--- src/rtl/bcd_conv_arbiter.sv ---
// Round-robin arbiter that shares one binary-to-BCD converter among NREQ requesters.
// Out-of-range operands are answered with an error response without using the converter.
module bcd_conv_arbiter #(
    parameter int NREQ    = 3,
    parameter int TIMEOUT = 64
) (
    input  logic                 clk,
    input  logic                 rst_n,
    input  logic [NREQ-1:0]      req,
    input  logic [37*NREQ-1:0]   req_bin,
    output logic [NREQ-1:0]      gnt,
    output logic                 busy,
    output logic [NREQ-1:0]      rsp_valid,
    output logic [43:0]          rsp_bcd,
    output logic                 rsp_err,
    output logic                 cv_start,
    output logic [36:0]          cv_bin,
    input  logic                 cv_ready,
    input  logic                 cv_done_tick,
    input  logic [43:0]          cv_dig
);

    localparam int IW = (NREQ > 1) ? $clog2(NREQ) : 1;
    localparam int WW = $clog2(TIMEOUT);
    localparam logic [36:0] MAX_DEC = 37'd99_999_999_999;

    typedef enum logic [1:0] {IDLE, ISSUE, WAIT, DELIVER} state_t;

    state_t          state, state_nxt;
    logic [IW-1:0]   last;
    logic [IW-1:0]   cur;
    logic [IW-1:0]   win;
    logic [IW:0]     idx;
    logic            found;
    logic [36:0]     win_bin;
    logic            range_err;
    logic [WW-1:0]   wd;
    logic            wd_expire;
    logic            take;

    // Search starts one past the last served index and wraps around.
    always_comb begin
        win   = '0;
        found = 1'b0;
        idx   = '0;
        for (int k = 1; k <= NREQ; k++) begin
            idx = {1'b0, last} + (IW+1)'(k);
            if (idx >= (IW+1)'(NREQ))
                idx = idx - (IW+1)'(NREQ);
            if (!found && req[idx[IW-1:0]]) begin
                found = 1'b1;
                win   = idx[IW-1:0];
            end
        end
    end

    assign win_bin   = req_bin[37*win +: 37];
    assign range_err = (win_bin > MAX_DEC);
    assign take      = found && cv_ready;
    // The abort edge is the one on which the watchdog would reach TIMEOUT-1.
    assign wd_expire = (wd == WW'(TIMEOUT-2));
    assign busy      = (state != IDLE);

    always_ff @(posedge clk or negedge rst_n) begin
        if (!rst_n)
            state <= IDLE;
        else
            state <= state_nxt;
    end

    always_comb begin
        state_nxt = state;
        case (state)
            IDLE:    if (take) state_nxt = range_err ? DELIVER : ISSUE;
            ISSUE:   state_nxt = WAIT;
            WAIT:    if (cv_done_tick || wd_expire) state_nxt = DELIVER;
            DELIVER: state_nxt = IDLE;
            default: state_nxt = IDLE;
        endcase
    end

    always_ff @(posedge clk or negedge rst_n) begin
        if (!rst_n) begin
            gnt       <= '0;
            rsp_valid <= '0;
            rsp_bcd   <= '0;
            rsp_err   <= 1'b0;
            cv_start  <= 1'b0;
            cv_bin    <= '0;
            last      <= IW'(NREQ-1);
            cur       <= '0;
            wd        <= '0;
        end else begin
            cv_start  <= 1'b0;
            rsp_valid <= '0;
            case (state)
                IDLE: if (take) begin
                    gnt    <= NREQ'(1) << win;
                    cur    <= win;
                    cv_bin <= win_bin;
                    if (range_err) begin
                        rsp_bcd   <= '0;
                        rsp_err   <= 1'b1;
                        rsp_valid <= NREQ'(1) << win;
                    end else begin
                        cv_start  <= 1'b1;
                    end
                end
                ISSUE: wd <= '0;
                WAIT: begin
                    if (cv_done_tick) begin
                        rsp_bcd   <= cv_dig;
                        rsp_err   <= 1'b0;
                        rsp_valid <= gnt;
                    end else if (wd_expire) begin
                        rsp_bcd   <= '0;
                        rsp_err   <= 1'b1;
                        rsp_valid <= gnt;
                    end else begin
                        wd <= wd + 1'b1;
                    end
                end
                DELIVER: begin
                    last <= cur;
                    gnt  <= '0;
                end
                default: ;
            endcase
        end
    end

endmodule

--- config.mk ---
export PLATFORM = sky130hd
export DESIGN_NAME = bcd_conv_arbiter
export DESIGN_NICKNAME = d
export VERILOG_FILES = /design/src/rtl/bcd_conv_arbiter.sv
export SDC_FILE = /design/constraint.sdc
export NUM_CORES = 1
export LEC_CHECK = 0
export BUFFER_PORTS_ARGS = -buffer_cell sky130_fd_sc_hd__buf_4
export CAP_MARGIN = 40
export CORE_MARGIN = 5
export CORE_UTILIZATION = 30
export CTS_BUF_LIST = sky130_fd_sc_hd__clkbuf_2 sky130_fd_sc_hd__clkbuf_4 sky130_fd_sc_hd__clkbuf_8
export DETAILED_ROUTE_END_ITERATION = 6
export GPL_TIMING_DRIVEN = 1
export SYNTH_ARGS = -nofsm -noshare
export SYNTH_HDL_FRONTEND = slang
export SYNTH_SLANG_ARGS = --single-unit
--- constraint.sdc ---
create_clock -name clk -period 4.61 [get_ports clk]
set_input_delay 0.6915 -clock clk [delete_from_list [all_inputs] [get_ports clk]]
set_output_delay 0.6915 -clock clk [all_outputs]
set_load 0.02 [all_outputs]
; After elaboration in Yosys (flattened, before gate mapping)
; Cells that the tools add are included.
[totals]
word_cells = 95
in_bits = 162
out_inout_bits = 90
ff_bits = 101
[op_classes]
reduce_logical = 16
n_eq_ne = 10
mul = 1
n_lt_le_gt_ge = 7
n_shift = 2
mux = 42
add_sub_neg = 7
[op_table]
columns = cell, n
row1 = $mux W44, 4
row2 = $shiftx A111 B9 Y37, 1
row3 = $pmux W44 S2, 1
row4 = $gt A37 B37 Y1 const B, 1
row5 = $mux W2, 9
row6 = $mux W3, 5
row7 = $mux W1, 13
row8 = $mux W6, 2
row9 = $pmux W3 S2, 2
row10 = $pmux W6 S2, 1
row11 = $ne A2 B2 Y1 const B, 5
row12 = $ge A3 B2 Y1 const B, 3
row13 = $lt A2 B3 Y1 const B, 3
row14 = $mul A6 B2 Y8 const A, 1
row15 = $pmux W2 S4, 1
row16 = $reduce_bool A2 Y1, 4
row17 = $add A2 B2 Y3 const B, 2
row18 = $add A6 B1 Y6 const B, 1
row19 = $bmux W1 S2, 3
row20 = $eq A6 B6 Y1 const B, 1
row21 = $reduce_and A2 Y1, 3
row22 = $sub A2 B2 Y2 const B, 3
row23 = $eq A2 B2 Y1 const B, 2
row24 = $reduce_and A4 Y1, 1
row25 = other kinds (10), 13

; Longest topological paths before layout
[logic_depth]
depth_word = 18
ltp_mapped = 19
depth_no_buf = 13

; Least setup slack after synthesis
; OpenSTA, ideal clock, no wires.
[synth_path]
path_type = reg-to-reg
from = register last[1]
to = register rsp_bcd[0]
stages_incl_launch_ff = 17
t_arrival_ps = 3870
required_time_ps = 4489
setup_slack_ps = 619
period_less_slack_ps = 3991
cell_sequence = dfstp_2 > inv_1 > ha_1 > buf_6 > mux2_4 > a221o_1 > o21ai_1 > buf_4 > o2111ai_1 > a221o_1 > a32o_1 > a2111o_1 > a21o_1 > a211o_1 > buf_6 > buf_6 > a22o_1
[synth_via]
elab_chain_cells = 17
[synth_lines]
columns = element, line
row1 = "start, declared", 30  ; logic [IW-1:0] last;
row2 = "start signal, assigned", 90  ; last <= IW'(NREQ-1);
row3 = "start signal, assigned", 124  ; last <= cur;
row4 = $add A2 B1 Y3, 47  ; idx = {1'b0, last} + (IW+1)'(k);
row5 = $ge A3 B2 Y1 / $sub A2 B2 Y2 (equally long branches), "48, 49"
row6 = $mux W2, 48  ; if (idx >= (IW+1)'(NREQ))
row7 = $bmux W1 S2, 50  ; if (!found && req[idx[IW-1:0]]) begin
row8 = $mux W1 (implied by the code), 50
row9 = $mux W1, 50
row10 = $logic_not A1 Y1, 50
row11 = $logic_and A1 B1 Y1, 50
row12 = $mux W1, 50
row13 = $logic_not A1 Y1, 50
row14 = $logic_and A1 B1 Y1, 50
row15 = $mux W2, 50
row16 = $mul A6 B2 Y8, 57  ; assign win_bin = req_bin[37*win +: 37];
row17 = $shiftx A111 B9 Y37, 57
row18 = $gt A37 B37 Y1, 58  ; assign range_err = (win_bin > MAX_DEC);
row19 = $ne A2 B2 Y1 (no line), --
row20 = $reduce_and A4 Y1 (no line) *, --
row21 = "end signal, assigned", 112  ; rsp_bcd <= cv_dig;
row22 = "end, declared", 14  ; output logic [43:0] rsp_bcd,
; Mark *: on every way between the ends. The rest lies on a longest branch, timed or not. The select of a mux whose other input is x is not followed.
; A chain may end at the register's enable or synchronous reset.

; Worst setup path after layout
[layout_path]
from = register last[1]
to = register rsp_bcd[24]
; The elaborated chain is that of the path after synthesis.

==> impl_metrics.tcl <==
set metrics [dict create \
    dpl.cell_count 1015 \
    cts-htree-levels 3 \
    cellPowerDensity_nw_per_um2 730.0 \
    crit_path_end_kind "flop" \
    rsz_0062_raised_after_global_routing "no" \
    final_net_count 975 \
    layout_common_cells "266 x sky130_fd_sc_hd__buf_4, 120 x sky130_fd_sc_hd__nand2_1, 100 x sky130_fd_sc_hd__dfrtp_1" \
    cap_viol_max_count 0 \
    pwr-share-seq_pct 27.3 \
    fin_setup_tns_ns 0 \
    place_hpwl_mm 14.61 \
    routed_via_density 5.110 \
    globalRouteMet1Util_pct 25.00 \
    start_kind "flop" \
    post-synth-top-area-fraction_pct 48.03 \
    layout.cells.most_common "sky130_fd_sc_hd__buf_4" \
    dr.first_iter.drc_count 358 \
    power_switching_mw 2.661 \
    cp.arrival_ns 4.65 \
    area.growth.synth_to_final_pct 46.71 \
    die_x_um 141.8 \
    reg2reg_slack_ns 0.24 \
    status "finished, final reports clean" \
    route.vias.total 5279 \
    synthesis_stage_register_bit_count 101 \
    cts_max_path_buffers 2 \
    numClockSinks 101 \
    synth-async-reset-ratio_pct 100.0 \
    layout.core_utilization_pct 44.50 \
    routed_wirelength_mm 18.98 \
    final-max-slew-violation-count 0 \
    power.internal_mw 2.918 \
    relSlewSlack_pct 54.43 \
    critical_path.reg2reg.endpoint "rsp_bcd[24]" \
    initial_core_util_pct 30.33 \
    fin_cells 1033 \
    wire_length_of_the_first_global_routing_pass_mm 29.12 \
    final_cell_area_sq_um 7644 \
    grt_most_used_layer "met2" \
    post-route-min-period_ns 4.369 \
    grt_start_max_net_pins 61 \
    met2_usage_pct 29.51 \
    tritoncts.num_buffers 9 \
    leakage_nw 3.829 \
    clk_root_buffer_cell "sky130_fd_sc_hd__clkbuf_8" \
    synth_sequential_area_ratio_pct 48.54 \
    core.rowCount 48 \
    critical_path.reg2reg.startpoint "last[1]" \
    die_h_um 141.8 \
    path_clk_slew_ns 0.11 \
    avgRoutedWirePerCell_um 18.37 \
    power.share.clock_pct 10.7 \
    die-area_sq_um 20100 \
    worst_clock_skew_ns 0.01583 \
    critical_path_required_ns 4.89 \
    drt_pre_antenna_iters 4 \
    gp_congestion 0.8852 \
    antenna_cells_inserted 0 \
    synth_flop_type "sky130_fd_sc_hd__dfrtp_1" \
    antenna_violating_nets_post_route 0 \
    hold_slack_ns 0.1450 \
    first_global_vias 5197 \
    synthTopCellsByArea "sky130_fd_sc_hd__dfrtp_1 48%, sky130_fd_sc_hd__nand2_1 8.7%, sky130_fd_sc_hd__a22o_1 7.4%, sky130_fd_sc_hd__a21oi_1 4.7%, sky130_fd_sc_hd__o21ai_0 3.7%" \
    setup-violations-final 0 \
    yosys.cell_types.count 53 \
    worst-r2r-cell-count 14 \
    drive_above_1_share_pct 38.37 \
    worstSetupPathType "flop to flop" \
    critical_path_peak_fanout 45 \
    synth_warnings 0 \
    syn_area_sq_um 5210 \
    grt_util_all_layers_pct 18.29 \
    comb_power_share_pct 62.0 \
    power_switching_share_pct 47.70 \
    worst_ir_drop_vdd_mv 0.3575 \
    synth_enable_flop_cells 0 \
    hold_viol_final 0 \
    core_area_sq_um 17180 \
    tritoncts "built" \
    boundaryPins 252 \
    max_freq_mhz 228.9 \
    grt.overflow.total 0 \
    placement.io_buffers 251 \
    netlist.top_cell.by_area "sky130_fd_sc_hd__dfrtp_1" \
    fin_crit_sh_pct 94.76 \
    class_of_the_tightest_hold_or_removal_check "primary input to async pin" \
    met3_usage_pct 2.730 \
    postPlaceCellArea_sq_um 7386 \
    synth_cells 559 \
    synth.avg_cell_area_sq_um 9.320 \
    worst_slew_pin_slew_ns 0.6750 \
    grt_antenna_before_repair 0 \
    postSynthNetCount 731 \
    post-route-drc-count 0 \
    clock_insertion_delay_worst_skew_ns 0.38 \
]
cell type report:
class,instances,area [sq um]
clock buffer,9,123.9
clock inverter,7,88.84
fill,1718,9533
inverter,12,45.04
multi-input combinational,407,2484
sequential,101,2529
tap,225,281.5
timing repair buffer,272,2092
critical path, cell delays in order (launching register included):
cell	delay, ns
sky130_fd_sc_hd__dfstp_2	0.56
sky130_fd_sc_hd__inv_1	0.08
sky130_fd_sc_hd__ha_1	0.28
sky130_fd_sc_hd__mux2_4	0.36
sky130_fd_sc_hd__a221o_1	0.43
sky130_fd_sc_hd__o21ai_4	0.24
sky130_fd_sc_hd__buf_2	0.23
sky130_fd_sc_hd__nand2_1	0.08
sky130_fd_sc_hd__a221o_1	0.32
sky130_fd_sc_hd__a32o_1	0.26
sky130_fd_sc_hd__a2111o_1	0.43
sky130_fd_sc_hd__a21o_1	0.21
sky130_fd_sc_hd__a211o_1	0.31
sky130_fd_sc_hd__buf_6	0.21
sky130_fd_sc_hd__a22o_1	0.23
logic make-up (layout without fill, tap and decap cells):
family | count (synthesis) | after routing | share of synthesized area [%]
compound gates | 196 | 196 | 26.13
fa+ha+maj | 10 | 10 | 2.402
simple gates | 189 | 189 | 15.59
mux | 9 | 9 | 1.921
buf+inv | 51 | 300 | 4.923
flops | 101 | 101 | 48.54
xor+xnor | 3 | 3 | 0.5044
stage by stage:
stage	setup slack (ns)	power [mW]
5_1_grt	0.02385	6.006
6_report	0.2415	5.580
3_5_place_dp	0.1795	4.934
2_1_floorplan	0.6189	3.646
3_3_place_gp	0.2449	4.893
4_1_cts	0.1357	5.560
flip-flops by register name, summed over array words and instances, names as in the netlist:
name,count
rsp_err,1
last,2
cv_start,1
rsp_bcd,44
cur,2
cv_bin,37
gnt,3
state,2
rsp_valid,3
wd,6
routing by layer:
metal | part of all wire (%) | vias up
met5 | 0 | -
met4 | 2.5 | 0
met2 | 48 | 208
met1 | 43 | 2532
li1 | - | 2511
met3 | 6.3 | 28
synth_stat cells, types with 4 or more instances:
library cell / count
sky130_fd_sc_hd__a21o_1: 11
sky130_fd_sc_hd__a21oi_1: 49
sky130_fd_sc_hd__a221oi_1: 5
sky130_fd_sc_hd__a22o_1: 44
sky130_fd_sc_hd__a22oi_1: 5
sky130_fd_sc_hd__a311oi_1: 8
sky130_fd_sc_hd__a32o_1: 5
sky130_fd_sc_hd__buf_1: 5
sky130_fd_sc_hd__buf_2: 7
sky130_fd_sc_hd__buf_6: 7
sky130_fd_sc_hd__clkbuf_1: 19
sky130_fd_sc_hd__dfrtp_1: 100
sky130_fd_sc_hd__ha_1: 10
sky130_fd_sc_hd__inv_1: 12
sky130_fd_sc_hd__mux2_2: 4
sky130_fd_sc_hd__mux2i_1: 4
sky130_fd_sc_hd__nand2_1: 121
sky130_fd_sc_hd__nand3_1: 7
sky130_fd_sc_hd__nand3b_1: 4
sky130_fd_sc_hd__nand4_1: 6
sky130_fd_sc_hd__nor2_1: 31
sky130_fd_sc_hd__o2111ai_1: 5
sky130_fd_sc_hd__o21ai_0: 39
power groups by stage:
stage / combinational, mW / sequential (mW) / clock, mW
final: 3.46 / 1.52 / 0.596
after global routing: 3.77 / 1.58 / 0.656
after CTS: 3.41 / 1.52 / 0.624
after detailed placement: 3.40 / 1.54 / 0
after global placement: 3.35 / 1.54 / 0
after floorplan: 1.71 / 1.94 / 0
how the worst max path moves through the flow:
stage | from | endpoint | cells after the start
5_1_grt | last[1] | rsp_bcd[41] | 14
6_report | last[1] | rsp_bcd[24] | 14
3_5_place_dp | last[1] | rsp_bcd[15] | 16
3_3_place_gp | last[1] | rsp_bcd[25] | 16
2_1_floorplan | last[1] | rsp_bcd[0] | 16
4_1_cts | last[1] | rsp_bcd[24] | 16
what timing repair did:
action,CTS,global route
hold buffers,0,0
buffers inserted,0,2
hold endpoints to repair,0,0
setup endpoints to repair,0,45
gates resized for setup,0,8
(Power assumes the default switching activity.)
